<file path="config.mk">
export PLATFORM = sky130hd
export DESIGN_NAME = router_input_buffer
export DESIGN_NICKNAME = d
export VERILOG_FILES = /design/src/rtl/router_input_buffer.sv
export SDC_FILE = /design/constraint.sdc
export NUM_CORES = 1
export LEC_CHECK = 0
export ABC_AREA = 1
export CORE_AREA = 3 3 210 212
export CTS_BUF_LIST = sky130_fd_sc_hd__clkbuf_4
export DETAILED_ROUTE_END_ITERATION = 8
export DIE_AREA = 0 0 213 215
export PLACE_DENSITY = 0.6
export SLEW_MARGIN = 30
export SYNTH_ARGS = -nofsm -noshare
export SYNTH_HDL_FRONTEND = slang
export SYNTH_SLANG_ARGS = --single-unit
</file>
<file path="constraint.sdc">
create_clock -name clk -period 4.6 [get_ports clk]
set_input_delay 1.38 -clock clk [delete_from_list [all_inputs] [get_ports clk]]
set_output_delay 1.38 -clock clk [all_outputs]
set_load 0.05 [all_outputs]
</file>
<file path="src/rtl/router_input_buffer.sv">
`default_nettype none
// ============================================================================
// Module   : router_input_buffer
// Purpose  : Router ingress port. Stores link flits in per-VC circular FIFOs,
//            computes the XY route of head flits, holds that route per VC for
//            the rest of the packet, and presents the head of the
//            highest-priority non-empty VC (VC0 first) with a one-hot route.
// Options  : ROUTER_IB_ERR_CHK_EN - when defined, malformed flits reaching a
//            FIFO head are dropped silently and a sticky err_o is raised.
// Revision : 1.0 - initial release
// ============================================================================
module router_input_buffer #(
    parameter int FLIT_WIDTH = 34,
    parameter int N_VC       = 3,
    parameter int VC_WIDTH   = 2,
    parameter int BUF_DEPTH  = 4,
    parameter int X_ID       = 0,
    parameter int Y_ID       = 0
) (
    input  logic                  clk,
    input  logic                  arst,
    input  logic                  fin_valid_i,
    input  logic [VC_WIDTH-1:0]   fin_vc_i,
    input  logic [FLIT_WIDTH-1:0] fin_flit_i,
    output logic                  fin_ready_o,
    output logic                  fout_valid_o,
    output logic [VC_WIDTH-1:0]   fout_vc_o,
    output logic [FLIT_WIDTH-1:0] fout_flit_o,
    output logic [4:0]            fout_route_o,
    input  logic                  fout_ready_i,
    output logic                  err_o
);

    localparam int c_ADDR_W = $clog2(BUF_DEPTH);
    localparam int c_PTR_W  = c_ADDR_W + 1;

    localparam logic [0:0] c_ST_IDLE = 1'b0;
    localparam logic [0:0] c_ST_PKT  = 1'b1;

    localparam logic [1:0] c_T_HEAD = 2'd0;
    localparam logic [1:0] c_T_BODY = 2'd1;
    localparam logic [1:0] c_T_TAIL = 2'd2;
    localparam logic [1:0] c_T_RSVD = 2'd3;

    localparam logic [4:0] c_RT_L = 5'b00001;
    localparam logic [4:0] c_RT_N = 5'b00010;
    localparam logic [4:0] c_RT_S = 5'b00100;
    localparam logic [4:0] c_RT_W = 5'b01000;
    localparam logic [4:0] c_RT_E = 5'b10000;

    logic [N_VC-1:0]       w_full;
    logic [N_VC-1:0]       w_empty;
    logic [N_VC-1:0]       w_pop_vec;
    logic [FLIT_WIDTH-1:0] w_head_flit [N_VC];
    logic [4:0]            w_route_vc  [N_VC];

    logic                  w_push;
    logic                  w_pop;
    logic                  w_any;
    logic                  w_valid;
    logic                  w_malformed;
    logic [VC_WIDTH-1:0]   w_sel_vc;
    logic [FLIT_WIDTH-1:0] w_sel_flit;
    logic [4:0]            w_sel_route_reg;
    logic [4:0]            w_xy_route;
    logic [4:0]            w_sel_route;
    logic [1:0]            w_sel_type;
    logic                  w_sel_dst_x;
    logic                  w_sel_dst_y;
    logic [7:0]            w_sel_size;

`ifdef ROUTER_IB_ERR_CHK_EN
    logic [N_VC-1:0]       w_state_vc;
    logic                  w_sel_pkt;
    logic                  r_err;
`endif

    assign w_sel_type  = w_sel_flit[FLIT_WIDTH-1 -: 2];
    assign w_sel_dst_x = w_sel_flit[FLIT_WIDTH-3];
    assign w_sel_dst_y = w_sel_flit[FLIT_WIDTH-4];
    assign w_sel_size  = w_sel_flit[FLIT_WIDTH-5 -: 8];

    // Ingress ready reflects only the addressed VC; out-of-range VC ids are refused.
    always_comb begin
        fin_ready_o = 1'b0;
        for (int v = 0; v < N_VC; v++) begin
            if (fin_vc_i == VC_WIDTH'(v)) begin
                fin_ready_o = ~w_full[v];
            end
        end
    end

    assign w_push = fin_valid_i && fin_ready_o;

    for (genvar gv = 0; gv < N_VC; gv++) begin : g_vc
        logic [FLIT_WIDTH-1:0] r_mem [BUF_DEPTH];
        logic [c_PTR_W-1:0]    r_wr_ptr;
        logic [c_PTR_W-1:0]    r_rd_ptr;
        logic [0:0]            r_state;
        logic [4:0]            r_route;
        logic                  w_push_vc;

        assign w_push_vc       = w_push && (fin_vc_i == VC_WIDTH'(gv));
        assign w_empty[gv]     = (r_wr_ptr == r_rd_ptr);
        assign w_full[gv]      = (r_wr_ptr[c_ADDR_W-1:0] == r_rd_ptr[c_ADDR_W-1:0]) &&
                                 (r_wr_ptr[c_ADDR_W] != r_rd_ptr[c_ADDR_W]);
        assign w_head_flit[gv] = r_mem[r_rd_ptr[c_ADDR_W-1:0]];
        assign w_route_vc[gv]  = r_route;
        assign w_pop_vec[gv]   = w_pop && (w_sel_vc == VC_WIDTH'(gv));
`ifdef ROUTER_IB_ERR_CHK_EN
        assign w_state_vc[gv]  = (r_state == c_ST_PKT);
`endif

        // Flit storage; contents need no reset because the pointers gate visibility.
        always_ff @(posedge clk) begin
            if (w_push_vc) begin
                r_mem[r_wr_ptr[c_ADDR_W-1:0]] <= fin_flit_i;
            end
        end

        // Read/write pointers with an extra wrap bit to tell full from empty.
        always_ff @(posedge clk) begin
            if (arst) begin
                r_wr_ptr <= '0;
                r_rd_ptr <= '0;
            end else begin
                if (w_push_vc) r_wr_ptr <= r_wr_ptr + 1'b1;
                if (w_pop_vec[gv]) r_rd_ptr <= r_rd_ptr + 1'b1;
            end
        end

        // Packet FSM and route hold; only advances when a forwarded flit is popped.
        always_ff @(posedge clk) begin
            if (arst) begin
                r_state <= c_ST_IDLE;
                r_route <= '0;
            end else if (w_pop_vec[gv] && w_valid) begin
                case (r_state)
                    c_ST_IDLE: begin
                        if (w_sel_type == c_T_HEAD && w_sel_size != 8'd0) begin
                            r_state <= c_ST_PKT;
                            r_route <= w_xy_route;
                        end
                    end
                    default: begin
                        // A head seen mid-packet restarts the packet.
                        if (w_sel_type == c_T_HEAD) begin
                            if (w_sel_size != 8'd0) begin
                                r_route <= w_xy_route;
                            end else begin
                                r_state <= c_ST_IDLE;
                            end
                        end else if (w_sel_type == c_T_TAIL) begin
                            r_state <= c_ST_IDLE;
                        end
                    end
                endcase
            end
        end
    end

    // Fixed priority: the lowest-index non-empty VC wins (scan high to low, last hit sticks).
    always_comb begin
        w_any           = 1'b0;
        w_sel_vc        = '0;
        w_sel_flit      = '0;
        w_sel_route_reg = '0;
        for (int v = N_VC - 1; v >= 0; v--) begin
            if (!w_empty[v]) begin
                w_any           = 1'b1;
                w_sel_vc        = VC_WIDTH'(v);
                w_sel_flit      = w_head_flit[v];
                w_sel_route_reg = w_route_vc[v];
            end
        end
    end

    // Dimension-ordered XY route: resolve X first, then Y, otherwise local.
    always_comb begin
        w_xy_route = c_RT_L;
        if (int'(w_sel_dst_x) > X_ID) begin
            w_xy_route = c_RT_E;
        end else if (int'(w_sel_dst_x) < X_ID) begin
            w_xy_route = c_RT_W;
        end else if (int'(w_sel_dst_y) > Y_ID) begin
            w_xy_route = c_RT_S;
        end else if (int'(w_sel_dst_y) < Y_ID) begin
            w_xy_route = c_RT_N;
        end
    end

    assign w_sel_route = (w_sel_type == c_T_HEAD) ? w_xy_route : w_sel_route_reg;

`ifdef ROUTER_IB_ERR_CHK_EN
    // Packet state of the currently selected VC.
    always_comb begin
        w_sel_pkt = 1'b0;
        for (int v = N_VC - 1; v >= 0; v--) begin
            if (!w_empty[v]) begin
                w_sel_pkt = w_state_vc[v];
            end
        end
    end

    assign w_malformed = w_any && ((w_sel_type == c_T_RSVD) ||
                                   (w_sel_type == c_T_HEAD && w_sel_pkt) ||
                                   ((w_sel_type == c_T_BODY || w_sel_type == c_T_TAIL) && !w_sel_pkt));

    // Sticky error flag, cleared only by reset.
    always_ff @(posedge clk) begin
        if (arst) begin
            r_err <= 1'b0;
        end else if (w_malformed) begin
            r_err <= 1'b1;
        end
    end

    assign err_o = r_err;
`else
    assign w_malformed = 1'b0;
    assign err_o       = 1'b0;
`endif

    // Malformed flits leave the FIFO without a handshake and are never presented.
    assign w_valid = w_any && !w_malformed;
    assign w_pop   = (w_valid && fout_ready_i) || w_malformed;

    // Output lane is all-zero whenever nothing is being presented.
    always_comb begin
        fout_valid_o = w_valid;
        fout_vc_o    = '0;
        fout_flit_o  = '0;
        fout_route_o = '0;
        if (w_valid) begin
            fout_vc_o    = w_sel_vc;
            fout_flit_o  = w_sel_flit;
            fout_route_o = w_sel_route;
        end
    end

endmodule
`default_nettype wire

</file>
==> run summary <==
The post-synthesis instance area is 18100 sq um. The count of buffers from port buffering came out at 80. The vertical extent of the die came out at 215 um. The static power due to leakage came out at 0.00775 uW. After clock tree synthesis, the clock-pin slew on the worst setup and hold paths is 0.07 ns. The slowest stage of the critical path is the sky130_fd_sc_hd__dfxtp_1 cell. The required time reported for the critical path endpoint is 3.22 ns.

The number of filler instances in the final layout is 3727. The instance count after placement with tap cells included came out at 2107. After technology mapping, the gate count stands at 1532.

The total congestion overflow came out at 0. The power per cell area is 481 nW/um^2. The congestion estimate from routability-driven global placement came to 0.781. The DRC violation count after routing is 0. The sequential-to-total area share from yosys stat came out at 71.2%. The finished layout cell area came out at 21200 sq um. The clock net in this run drives a total of 441 sinks.

The final number of hold-violating endpoints is 0. The DRC marker count from the first detailed-route iteration is 955. Max-cap violations in this run came to 0. The critical path in this run is classified as reg -> out.

The flop and latch count out of synthesis is 441. The average instance in the mapped netlist occupies 11.8 sq um. The fmax came out at 0.224 GHz. The first-pass detailed-route iteration total is 5.

The average wire per cell in the routed design came out at 19.5 um. Setup repair after global routing could not meet its margin everywhere. The worst-skew pair later-pin latency came out at 0.80 ns. After synthesis, the cell types taking the most area are sky130_fd_sc_hd__edfxtp_1, sky130_fd_sc_hd__nor2_1, sky130_fd_sc_hd__o21ai_0. The die area came out at 45800 sq um. Once the floorplan was initialized, standard cells occupied 43.0% of the core. The count of antenna-violating nets left after detailed routing came out at 0. The net count of the finished layout came out at 1744. The number of vias in the routed layout came out at 12200. The number of max-slew violations in the final report is 0.

The final cell count without fillers is 2315. The startpoint type of the worst setup path is a flop. Cells with a size suffix above 1 make up 17.8% of the layout. The delay of the slowest cell on the worst path is 0.40 ns. The proportion of synthesized flip-flops having asynchronous set or reset is 0%. The kind of cell with the highest combined delay along the critical path is simple AND/OR/NAND/NOR gates.

In this run the number of H-tree levels came out at 3. The maximum number of pins on one net before global-route repair is 69. The final clock skew came out at 0.0433 ns. The synthesized design spends more area on one cell type than any other, namely sky130_fd_sc_hd__edfxtp_1. Walking the worst path, the cells encountered are inv_2 > nand2_1 > nand2_1 > nand3_4 > nor2_4 > nand2_1 > nand2_1 > a21oi_2 > nand2_1 > a211oi_2 > buf_12. The I/O pin count came out at 84.

The CTS tree is yes. The largest vdd supply drop came out at 0.318 mV. The global-route wire length before repair came out at 68500 um. In this run, synthesis inferred 408 flip-flops with an integrated enable. Counting the buffers created by CTS gives 111. The time the final worst path needs with I/O delays and setup came out at 4.47 ns. STA puts the critical path data arrival time at 3.09 ns.

The critical path's most frequent cell is sky130_fd_sc_hd__nand2_1. The placed instances occupy a cell area of 19700 sq um. The tightest min-delay check is of the reg -> reg type.

In the final timing run, aggregate negative setup slack is 0 ns. The number of distinct library cells after synthesis is 35. The number of warnings printed during yosys synthesis came out at 0. STA classifies the critical path endpoint as an output pin. Measured along the x axis, the die boundary spans 213 um. The core area is 42100 sq um. The total routing resource utilization after global routing is 19.4%. The max-slew headroom at the worst pin is 41.7%. Of all nets on the critical path, the largest fanout is 9.

The tree is rooted in a sky130_fd_sc_hd__clkbuf_4. After legalization and detailed placement, the total HPWL measured 26100 um. The number of rows created at floorplan is 75.

The top cell type's share of synthesized area is 67.6%. The number of antenna violations at the first check in global routing is 2. Counting along the longest clock path gives a buffer depth of 3. The aggregate routed wire length is 45200 um. The part of the cycle the worst path needs came out at 97.3%. The count of final setup violators came out at 0.

The most used flip-flop cell after synthesis is sky130_fd_sc_hd__edfxtp_1. The area growth from synthesis to layout came out at 17.0%. Power comes to 10200 uW.

The flow ran to the end, and the final reports show no timing, DRC or antenna violations. The transition time of the tightest slew-check pin came out at 0.875 ns. In the routed layout, each cell is associated on average with a via count of 5.27.

The count of buffering cells on the critical path with inverters included is 2. The number of global-route vias before repair came out at 11900.
==> registers in the layout, indices dropped and copies added, names as in the netlist, named ones only <==
signal / cells
g_vc.r_rd_ptr: 9
g_vc.r_mem: 408
g_vc.r_wr_ptr: 9
g_vc.r_route: 9
==> tightest hold or removal path, stage by stage (launching register included) <==
cell and delay (ns):
sky130_fd_sc_hd__dfxtp_1 0.31, sky130_fd_sc_hd__inv_1 0.08, sky130_fd_sc_hd__a21oi_1 0.06
==> kinds of logic (layout without fill, tap and decap cells) <==
group / count (synthesis) / after routing / synth area share (%)
AOI/OAI and AO/OA: 314 / 314 / 10.1
xor gates and xnor gates: 5 / 5 / 0.283
adders and majority gates: 15 / 15 / 1.03
buffers and inverters: 197 / 437 / 4.55
DFF: 441 / 441 / 71.2
other: 1 / 4 / 0.0207
and+or+nand+nor: 559 / 560 / 12.8
==> per-layer routing <==
layer / routed length [um] / vias to the layer above / track usage [%] / share of wire [%]
met1: 20700 / 5960 / 27.5 / 46
met4: 858 / 0 / 6.25 / 1.9
li1: - / 5790 / - / -
met3: 2890 / 64 / 3.79 / 6.4
met2: 20800 / 393 / 30.1 / 46
met5: 0 / - / 0 / 0
==> placed cells by master (no fill, tap or decap), types with 4 or more instances in the layout <==
master,count
sky130_fd_sc_hd__a21oi_1,24
sky130_fd_sc_hd__a21oi_2,4
sky130_fd_sc_hd__a32oi_1,22
sky130_fd_sc_hd__buf_12,17
sky130_fd_sc_hd__buf_4,65
sky130_fd_sc_hd__clkbuf_4,160
sky130_fd_sc_hd__clkdlybuf4s50_1,40
sky130_fd_sc_hd__clkinv_1,28
sky130_fd_sc_hd__clkinv_2,5
sky130_fd_sc_hd__dfxtp_1,29
sky130_fd_sc_hd__dfxtp_2,4
sky130_fd_sc_hd__edfxtp_1,408
sky130_fd_sc_hd__ha_1,15
sky130_fd_sc_hd__inv_1,106
sky130_fd_sc_hd__inv_2,10
sky130_fd_sc_hd__nand2_1,217
sky130_fd_sc_hd__nand2_2,5
sky130_fd_sc_hd__nand3_1,30
sky130_fd_sc_hd__nand3_2,6
sky130_fd_sc_hd__nand4_1,11
sky130_fd_sc_hd__nor2_1,258
sky130_fd_sc_hd__nor2_2,13
sky130_fd_sc_hd__nor2_4,15
sky130_fd_sc_hd__o21ai_0,197
sky130_fd_sc_hd__o21ai_1,4
sky130_fd_sc_hd__o221ai_1,28
sky130_fd_sc_hd__o22ai_1,32
sky130_fd_sc_hd__xor2_1,4
==> report_power, final <==
part / switching (uW) / leakage, uW / internal (uW)
clock network: 1540 / 0.000855 / 1760
logic: 1740 / 0.00295 / 718
registers: 22.0 / 0.00395 / 4430
==> cell type report <==
class                      instances  area (sq um)  area share (%)
antenna                            1          2.50          0.0118
inverter                         114           428            2.02
clock inverter                    39           236            1.11
tap                              539           674            3.18
multi-input combinational        897          4520            21.3
sequential                       441         12900            60.9
clock buffer                     160          1200            5.66
timing repair buffer             124          1250            5.88
==> final timing paths <==
path / end / start / slack, ns / depth (start not counted)
max: fout_route_o[0] / g_vc[0].r_wr_ptr[1] / 0.13 / 11
min reg2reg: g_vc[1].r_rd_ptr[2] / g_vc[1].r_rd_ptr[2] / 0.50 / 2
min: g_vc[1].r_rd_ptr[2] / g_vc[1].r_rd_ptr[2] / 0.50 / 2
max reg2reg: g_vc[2].r_mem[0][23] / g_vc[0].r_wr_ptr[1] / 1.61 / 11
==> repair_timing <==
action                                  CTS  global route
resized for setup                         1             2
pin swaps                                 1             2
hold buffers                              0             0
gates cloned                              0             1
buffers inserted                          2             5
endpoints found under the setup margin    2            13
==> stage by stage <==
stage | setup slack (ns) | utilization [%] | hold slack [ns]
after floorplan | -0.366 | - | 0.459
after global placement | 0.464 | 46.8 | 0.471
after detailed placement | 0.434 | 46.8 | 0.487
after CTS | 0.0354 | 50.2 | 0.499
after global routing | -0.0929 | 50.4 | 0.527
final | 0.126 | 50.4 | 0.500
==> cell usage after synthesis (3+ instances only) <==
| library cell | n |
|---|---|
| sky130_fd_sc_hd__edfxtp_1 | 408 |
| sky130_fd_sc_hd__nor2_1 | 270 |
| sky130_fd_sc_hd__nand2_1 | 217 |
| sky130_fd_sc_hd__o21ai_0 | 197 |
| sky130_fd_sc_hd__inv_1 | 106 |
| sky130_fd_sc_hd__clkbuf_1 | 41 |
| sky130_fd_sc_hd__dfxtp_1 | 33 |
| sky130_fd_sc_hd__o22ai_1 | 32 |
| sky130_fd_sc_hd__nand3_1 | 30 |
| sky130_fd_sc_hd__o221ai_1 | 28 |
| sky130_fd_sc_hd__a21oi_1 | 24 |
| sky130_fd_sc_hd__buf_2 | 23 |
| sky130_fd_sc_hd__a32oi_1 | 22 |
| sky130_fd_sc_hd__ha_1 | 15 |
| sky130_fd_sc_hd__nor2_2 | 13 |
| sky130_fd_sc_hd__nand4_1 | 11 |
| sky130_fd_sc_hd__buf_1 | 10 |
| sky130_fd_sc_hd__inv_2 | 8 |
| sky130_fd_sc_hd__nand2_2 | 5 |
| sky130_fd_sc_hd__nand3_2 | 5 |
| sky130_fd_sc_hd__a21oi_2 | 4 |
| sky130_fd_sc_hd__buf_4 | 4 |
| sky130_fd_sc_hd__buf_6 | 4 |
| sky130_fd_sc_hd__o21ai_1 | 4 |
| sky130_fd_sc_hd__xor2_1 | 4 |
| sky130_fd_sc_hd__nand3_4 | 3 |
| sky130_fd_sc_hd__nor2_4 | 3 |
No activity file was read; power rests on OpenSTA's default activity.
